$ cat config.mk
export PLATFORM = sky130hd
export DESIGN_NAME = fifo_stream_reader
export DESIGN_NICKNAME = d
export VERILOG_FILES = /design/src/rtl/fifo_stream_reader.sv
export SDC_FILE = /design/constraint.sdc
export NUM_CORES = 1
export LEC_CHECK = 0
export ABC_AREA = 1
export ABC_CLOCK_PERIOD_IN_PS = 2100
export BUFFER_PORTS_ARGS = -buffer_cell sky130_fd_sc_hd__buf_2
export CAP_MARGIN = 30
export CORE_ASPECT_RATIO = 1.4
export CORE_MARGIN = 3
export CORE_UTILIZATION = 53
export DETAILED_ROUTE_END_ITERATION = 6
export GPL_TIMING_DRIVEN = 0
export PLACE_DENSITY = 0.77
export SYNTH_ARGS = -nofsm -noshare
export SYNTH_HDL_FRONTEND = slang
export SYNTH_SLANG_ARGS = --single-unit
$ cat constraint.sdc
create_clock -name clk -period 2.1 [get_ports clk]
set_input_delay 0.42 -clock clk [delete_from_list [all_inputs] [get_ports clk]]
set_output_delay 0.42 -clock clk [all_outputs]
set_load 0.05 [all_outputs]
$ cat src/rtl/fifo_stream_reader.sv
// Read-side engine for the byte FIFO: issues credit-limited pops, absorbs the
// FIFO's one-cycle read latency and re-presents bytes on a valid/ready stream.
module fifo_stream_reader #(
  parameter int DATA_W = 8,
  parameter int CNT_W  = 16
) (
  input  logic              clk,
  input  logic              rst_n,
  input  logic              en,
  input  logic              empty_sig,
  input  logic              under_flow,
  input  logic [DATA_W-1:0] dout,
  output logic              rd_sig,
  output logic [DATA_W-1:0] m_data,
  output logic              m_valid,
  input  logic              m_ready,
  output logic              busy,
  output logic [CNT_W-1:0]  pop_cnt,
  output logic              err
);

  typedef enum logic [1:0] {STOP, RUN, DRAIN} state_e;

  state_e            state_q, state_d;
  logic              inflight_q;
  logic [1:0]        occ_q, occ_d;
  logic              head_q, head_d;
  logic [DATA_W-1:0] mem_q [2];
  logic [CNT_W-1:0]  pop_cnt_q, pop_cnt_d;
  logic              err_q, err_d;

  logic              pop;
  logic              push;
  logic              drop;
  logic              credit_ok;
  logic              wr_idx;

  always_comb begin
    m_valid   = (occ_q != 2'd0);
    m_data    = mem_q[head_q];
    pop       = m_valid & m_ready;
    // occ + inflight - pop < 2, rearranged to stay non-negative
    credit_ok = ({1'b0, occ_q} + {2'b00, inflight_q}) < (3'd2 + {2'b00, pop});
    rd_sig    = (state_q == RUN) & ~empty_sig & credit_ok;
    push      = inflight_q & (occ_q != 2'd2);
    drop      = inflight_q & (occ_q == 2'd2);
    wr_idx    = head_q ^ occ_q[0];
    occ_d     = occ_q + {1'b0, push} - {1'b0, pop};
    head_d    = head_q ^ pop;
    pop_cnt_d = pop_cnt_q + {{(CNT_W-1){1'b0}}, inflight_q};
    err_d     = err_q | under_flow | (rd_sig & empty_sig) | drop;
    busy      = (state_q != STOP) | inflight_q | (occ_q != 2'd0);
    pop_cnt   = pop_cnt_q;
    err       = err_q;
  end

  always_comb begin
    state_d = state_q;
    unique case (state_q)
      STOP:    if (en) state_d = RUN;
      RUN:     if (!en) state_d = DRAIN;
      DRAIN: begin
        if (en)                                   state_d = RUN;
        else if (!inflight_q && occ_q == 2'd0)    state_d = STOP;
      end
      default: state_d = STOP;
    endcase
  end

  always_ff @(posedge clk or negedge rst_n) begin
    if (!rst_n) begin
      state_q    <= STOP;
      inflight_q <= 1'b0;
      occ_q      <= 2'd0;
      head_q     <= 1'b0;
      mem_q[0]   <= '0;
      mem_q[1]   <= '0;
      pop_cnt_q  <= '0;
      err_q      <= 1'b0;
    end else begin
      state_q    <= state_d;
      inflight_q <= rd_sig;
      occ_q      <= occ_d;
      head_q     <= head_d;
      pop_cnt_q  <= pop_cnt_d;
      err_q      <= err_d;
      if (push) mem_q[wr_idx] <= dout;
    end
  end

endmodule
==> impl_metrics.json, run 1 <==
{
  "status": "complete, no violations",
  "ir_drop_uv": 1220,
  "ant_nets": 0,
  "crit_required_ns": 1.68,
  "drive_above_1_share": 0.301,
  "setup_tns_ns": 0,
  "remaining_drc_errors": 0,
  "clock_path_buffers": 2,
  "slew_violations": 0,
  "cts_htree_levels": 2,
  "grt_max_degree": 40,
  "grt_overflow": 0,
  "grt_antenna_before_repair": 0,
  "clkLatencyLatePin_ns": 0.29,
  "die_area_sq_mm": 0.00442,
  "cts_sinks": 39,
  "hold_class": "in -> async",
  "core_area_sq_mm": 0.00344,
  "portBuffers": 41,
  "initial_core_util": 0.563,
  "finalSetupViolCount": 0,
  "routabilityCongestion": 0.836,
  "end_kind": "output port",
  "vias": 1538,
  "worstMarginPinSlew_ns": 0.841,
  "ys_seq_elements": 39,
  "fillers": 296,
  "post-route-period-util": 0.958,
  "die_w_um": 57.1,
  "layout_commonest_cell": "nand2_1",
  "leakagePower_nw": 1.21,
  "drt_iter0_drc": 54,
  "postSynthNetCount": 238,
  "nets": 288,
  "areaGrowthSynthToFinish_pct": 21.4,
  "firstDrtPassIters": 4,
  "drt_wl_total_um": 3590,
  "viasPerCell": 4.98,
  "stdcell_area_sq_mm": 0.00235,
  "syn_inst": 218,
  "die_height_um": 77.5,
  "max_freq_mhz": 497,
  "grt_pass1_wl_um": 6280,
  "fin_cells": 309,
  "hold_violations": 0,
  "clock_skew_ns": 0.00467,
  "max-slew-margin-rel": 0.440,
  "synth_cell_type_count": 23,
  "multi_input_area_sq_um": 833,
  "p_per_area_mw_per_mm2": 1490,
  "worstSetupPathType": "reg -> out",
  "period_needed_ns": 2.01,
  "cts_root_buffer": "clkbuf_8",
  "track_usage": 0.181,
  "r2r_setup_slack_ns": 0.46,
  "rsz0062_at_grt": "false",
  "place_area_sq_mm": 0.00219,
  "cp_max_fo": 5,
  "ys_warn_count": 0,
  "placed_cells": 299,
  "finalPower_mw": 3.50,
  "r2r_cells": 6,
  "grt_pass1_vias": 1468,
  "cts_buffers": 5,
  "wl_per_cell_um": 11.6,
  "antennaDiodeCount": 0,
  "layout_common_cells": "72 x nand2_1, 40 x buf_2, 37 x dfrtp_1",
  "startpoint_type": "flip-flop",
  "rows": 25,
  "critPathArrivalTime_ns": 1.59,
  "ff_latch_area_sq_um": 978,
  "netlist_area_sq_mm": 0.00194,
  "place_hpwl_um": 2640,
  "clk_pin_slew_worst_paths_ns": 0.08,
  "avgSynthCellArea_sq_um": 8.88,
  "ys_seq_area_frac": 0.504,
  "cts_tree": "done",
  "drv_cap": 0,
  "ios": 42,
  "cts_hold_buf": 0
}
==> state kept, by name, indices dropped and copies added, names as in the netlist <==
signal	cells
state_q	2
inflight_q	1
err	1
head_q	1
mem_q	16
occ_q	2
pop_cnt	16
==> worst max-delay path, cell delays in order, from the launching register on <==
cell	delay, ns
dfrtp_2	0.44
ha_2	0.21
ha_4	0.21
o21ai_1	0.07
inv_1	0.06
nor2_2	0.14
buf_6	0.17
==> metrics by stage <==
stage	utilization	hold WS, ns	setup WS [ns]
global route	0.683	0.274	0.0204
global placement	0.637	0.429	0.214
detailed placement	0.637	0.438	0.189
floorplan	-	0.124	0.000467
finish	0.683	0.229	0.0891
CTS	0.674	0.260	0.00763
==> worst paths after layout <==
path	startpoint	endpoint
min	rst_n	state_q[1]
max in group asynchronous	rst_n	occ_q[1]
min reg2reg	state_q[0]	state_q[0]
max reg2reg	occ_q[1]	occ_q[1]
max	occ_q[0]	rd_sig
min in group clk	en	state_q[1]
==> area by class of cell <==
cell class,instances,share of cell area
Clock inverter,2,0.0149
Multi-Input combinational cell,149,0.355
Sequential cell,39,0.416
Timing Repair Buffer,43,0.0964
Tap cell,40,0.0213
Clock buffer,6,0.0351
Inverter,27,0.0453
Buffer,3,0.0160
==> cells by family after synthesis <==
logic type,count (synthesis),share of synthesized area
flip-flops,39,0.504
AO/OA/AOI/OAI,24,0.102
adder cells (fa/ha/maj),6,0.0388
XOR/XNOR,11,0.0498
buffers and inverters,30,0.0743
AND/OR/NAND/NOR,108,0.231
==> where the power goes <==
part	total (mW)	internal (mW)	switching (mW)	leakage [nW]
Sequential	1.17	0.995	0.178	0.489
Clock	0.635	0.384	0.251	0.0612
Combinational	1.69	0.493	1.19	0.662
==> cell usage after synthesis <==
cell type / number / area [sq um]
ha_1: 6 / 75.1
o21ai_0: 4 / 20.0
a21oi_1: 1 / 5.00
xnor2_1: 6 / 52.6
o21ai_1: 2 / 10.0
nand2_4: 1 / 11.3
nor2_4: 1 / 11.3
nand2_1: 72 / 270
o21ai_4: 1 / 16.3
a21oi_4: 1 / 16.3
inv_2: 1 / 3.75
o31ai_1: 1 / 7.51
xor2_1: 5 / 43.8
nand3_1: 7 / 35.0
buf_6: 2 / 22.5
o21ai_2: 14 / 123
buf_8: 1 / 15.0
nor2_2: 2 / 12.5
dfrtp_1: 39 / 976
nand4_1: 5 / 31.3
nor2_1: 20 / 75.1
inv_1: 25 / 93.8
inv_6: 1 / 8.76
==> layer usage <==
metal	vias to the layer above	wire (um)	global-route usage
li1	783	-	-
met3	6	201	0.0466
met5	-	0	0
met4	0	42	0.0650
met2	39	1910	0.326
met1	710	1430	0.200
==> timing repair <==
item | in CTS | in global routing
buffers inserted | 0 | 2
cloned | 0 | 0
resized for setup | 4 | 4
pin swaps | 0 | 2
endpoints found under the setup margin | 1 | 1
Power figures use the tool's default switching activity.
==> inputs of run 2 (changes only) <==
--- a/config.mk
+++ b/config.mk
@@ -14,7 +14,7 @@
 export CORE_UTILIZATION = 53
 export DETAILED_ROUTE_END_ITERATION = 6
 export GPL_TIMING_DRIVEN = 0
-export PLACE_DENSITY = 0.77
+export PLACE_DENSITY = 0.78
 export SYNTH_ARGS = -nofsm -noshare
 export SYNTH_HDL_FRONTEND = slang
 export SYNTH_SLANG_ARGS = --single-unit
==> run 2 against run 1 <==
Net effect: first-iteration DRC count increased by 17%; flip-flop and latch count unchanged; utilization about the same; die area unchanged; clock skew increased by 0.0013 ns; via count about the same; clock power increased by 17%; maximum frequency decreased by 1.6%; sequential power about the same; worst setup slack got worse by 0.033 ns; cell area about the same; combinational power about the same; critical path type unchanged; largest cell class unchanged.
==> impl_metrics.json, run 2 (synthesis gave the netlist of run 1 again) <==
{
  "pwr-share-comb": 0.467,
  "cts_htree_levels": 2,
  "r2r-start": "occ_q[1]",
  "drive_above_1_share": 0.290,
  "clock_skew_ns": 0.00597,
  "die_area_sq_mm": 0.00442,
  "drt_iter0_drc": 63,
  "critPathArrivalTime_ns": 1.62,
  "use_met2": 0.332,
  "max-slew-margin-rel": 0.432,
  "ant_nets": 0,
  "grt-busiest-layer": "met2",
  "track_usage": 0.183,
  "remaining_drc_errors": 0,
  "rsz0062_at_grt": "false",
  "ios": 42,
  "areaGrowthSynthToFinish_pct": 21.5,
  "cts_buffers": 5,
  "viasPerCell": 4.97,
  "grt_antenna_before_repair": 0,
  "hold_violations": 0,
  "max_freq_mhz": 489,
  "die_w_um": 57.1,
  "drv_cap": 0,
  "startpoint": "occ_q[0]",
  "met1_usage": 0.197,
  "met3_usage": 0.0499,
  "nets": 288,
  "worstMarginPinSlew_ns": 0.853,
  "grt_pass1_vias": 1419,
  "layout_common_cells": "72 x nand2_1, 40 x buf_2, 38 x dfrtp_1",
  "finalSetupViolCount": 0,
  "core_area_sq_mm": 0.00344,
  "post-route-period-util": 0.973,
  "clock_path_buffers": 2,
  "die_height_um": 77.5,
  "cts_tree": "done",
  "clk_pin_slew_worst_paths_ns": 0.08,
  "cts_root_buffer": "clkbuf_8",
  "cts_hold_buf": 0,
  "leakagePower_nw": 1.22,
  "firstDrtPassIters": 4,
  "path_cells": "ha_2 -> ha_1 -> o21ai_0 -> inv_1 -> nor2_2 -> buf_6",
  "p_per_area_mw_per_mm2": 1520,
  "status": "complete, no violations",
  "vias": 1537,
  "wl_per_cell_um": 12.2,
  "rows": 25,
  "portBuffers": 41,
  "crit_required_ns": 1.68,
  "grt_pass1_wl_um": 6240,
  "clkLatencyLatePin_ns": 0.30,
  "slowest_stage": "dfrtp_2",
  "cp_max_fo": 5,
  "initial_core_util": 0.563,
  "critPathMaxStageDelay_ns": 0.44,
  "worstSetupPathType": "reg -> out",
  "antennaDiodeCount": 0,
  "placed_cells": 299,
  "routabilityCongestion": 0.755,
  "p_clk_frac": 0.208,
  "hold_class": "in -> async",
  "fillers": 296,
  "intPower_mw": 1.95,
  "setup_tns_ns": 0,
  "startpoint_type": "flip-flop",
  "layout_commonest_cell": "nand2_1",
  "period_needed_ns": 2.04,
  "swShare": 0.455,
  "slew_violations": 0,
  "end_kind": "output port",
  "grt_overflow": 0,
  "grt_max_degree": 40,
  "ir_drop_uv": 1190,
  "fin_cells": 309,
  "cts_sinks": 39,
  "drt_wl_total_um": 3760,
  "p_sw_mw": 1.63,
  "place_hpwl_um": 2740,
  "seqPwrFrac": 0.325
}
[run 2: path summary, 6_finish.rpt]
check,end,slack (ns),cells after the start
max,rd_sig,0.06,6
min,err,0.23,1
max reg2reg,occ_q[1],0.47,6
min reg2reg,state_q[0],0.44,1
max in group asynchronous,occ_q[0],1.27,1
min in group clk,state_q[1],0.30,2
[run 2: power by group through the flow]
stage / Clock, mW / Sequential, mW / Combinational (mW)
after global routing: 0.783 / 1.19 / 1.81
final: 0.744 / 1.16 / 1.67
after global placement: 0 / 1.17 / 1.62
after detailed placement: 0 / 1.18 / 1.65
after floorplan: 0 / 1.30 / 1.18
after CTS: 0.751 / 1.17 / 1.66
[run 2: repair_timing]
| action | CTS | global route |
|---|---|---|
| resized for setup | 4 | 1 |
| setup buffers | 0 | 2 |
| endpoints found under the setup margin | 1 | 1 |
| pin swaps | 0 | 2 |
[run 2: per-layer routing]
layer,wire (um),up-vias,part of all wire
li1,-,779,-
met1,1470,706,0.39
met2,1990,46,0.53
met3,235,6,0.063
met4,63,0,0.017
met5,0,-,0
[run 2: stage by stage]
step / instance area (sq um) / power [mW] / hold WS, ns / setup WS [ns] / util
global route: 2350 / 3.79 / 0.297 / 0.00441 / 0.683
detailed placement: 2190 / 2.83 / 0.433 / 0.214 / 0.637
floorplan: 1940 / 2.48 / 0.124 / 0.000467 / -
CTS: 2330 / 3.59 / 0.260 / 0.0262 / 0.678
finish: 2350 / 3.58 / 0.226 / 0.0559 / 0.683
global placement: 2190 / 2.79 / 0.430 / 0.229 / 0.637
[run 2: final cells by class]
| type | instances | area, sq um | area share |
|---|---|---|---|
| plain buffers | 3 | 37.5 | 0.0160 |
| multi-input cells | 149 | 821 | 0.349 |
| inverters | 27 | 106 | 0.0452 |
| well taps | 40 | 50.0 | 0.0213 |
| clock buffers | 6 | 72.6 | 0.0309 |
| clock inverters | 2 | 60.1 | 0.0255 |
| flip-flops and latches | 39 | 977 | 0.416 |
| repair buffers | 43 | 226 | 0.0963 |
[run 2: critical path: cells and delay by family, from the launching register on]
kind	cells	cell delay (ns)
AND/OR/NAND/NOR	1	0.14
AO/OA/AOI/OAI	1	0.07
buffers and inverters	2	0.24
flip-flops	1	0.44
adder cells (fa/ha/maj)	2	0.45
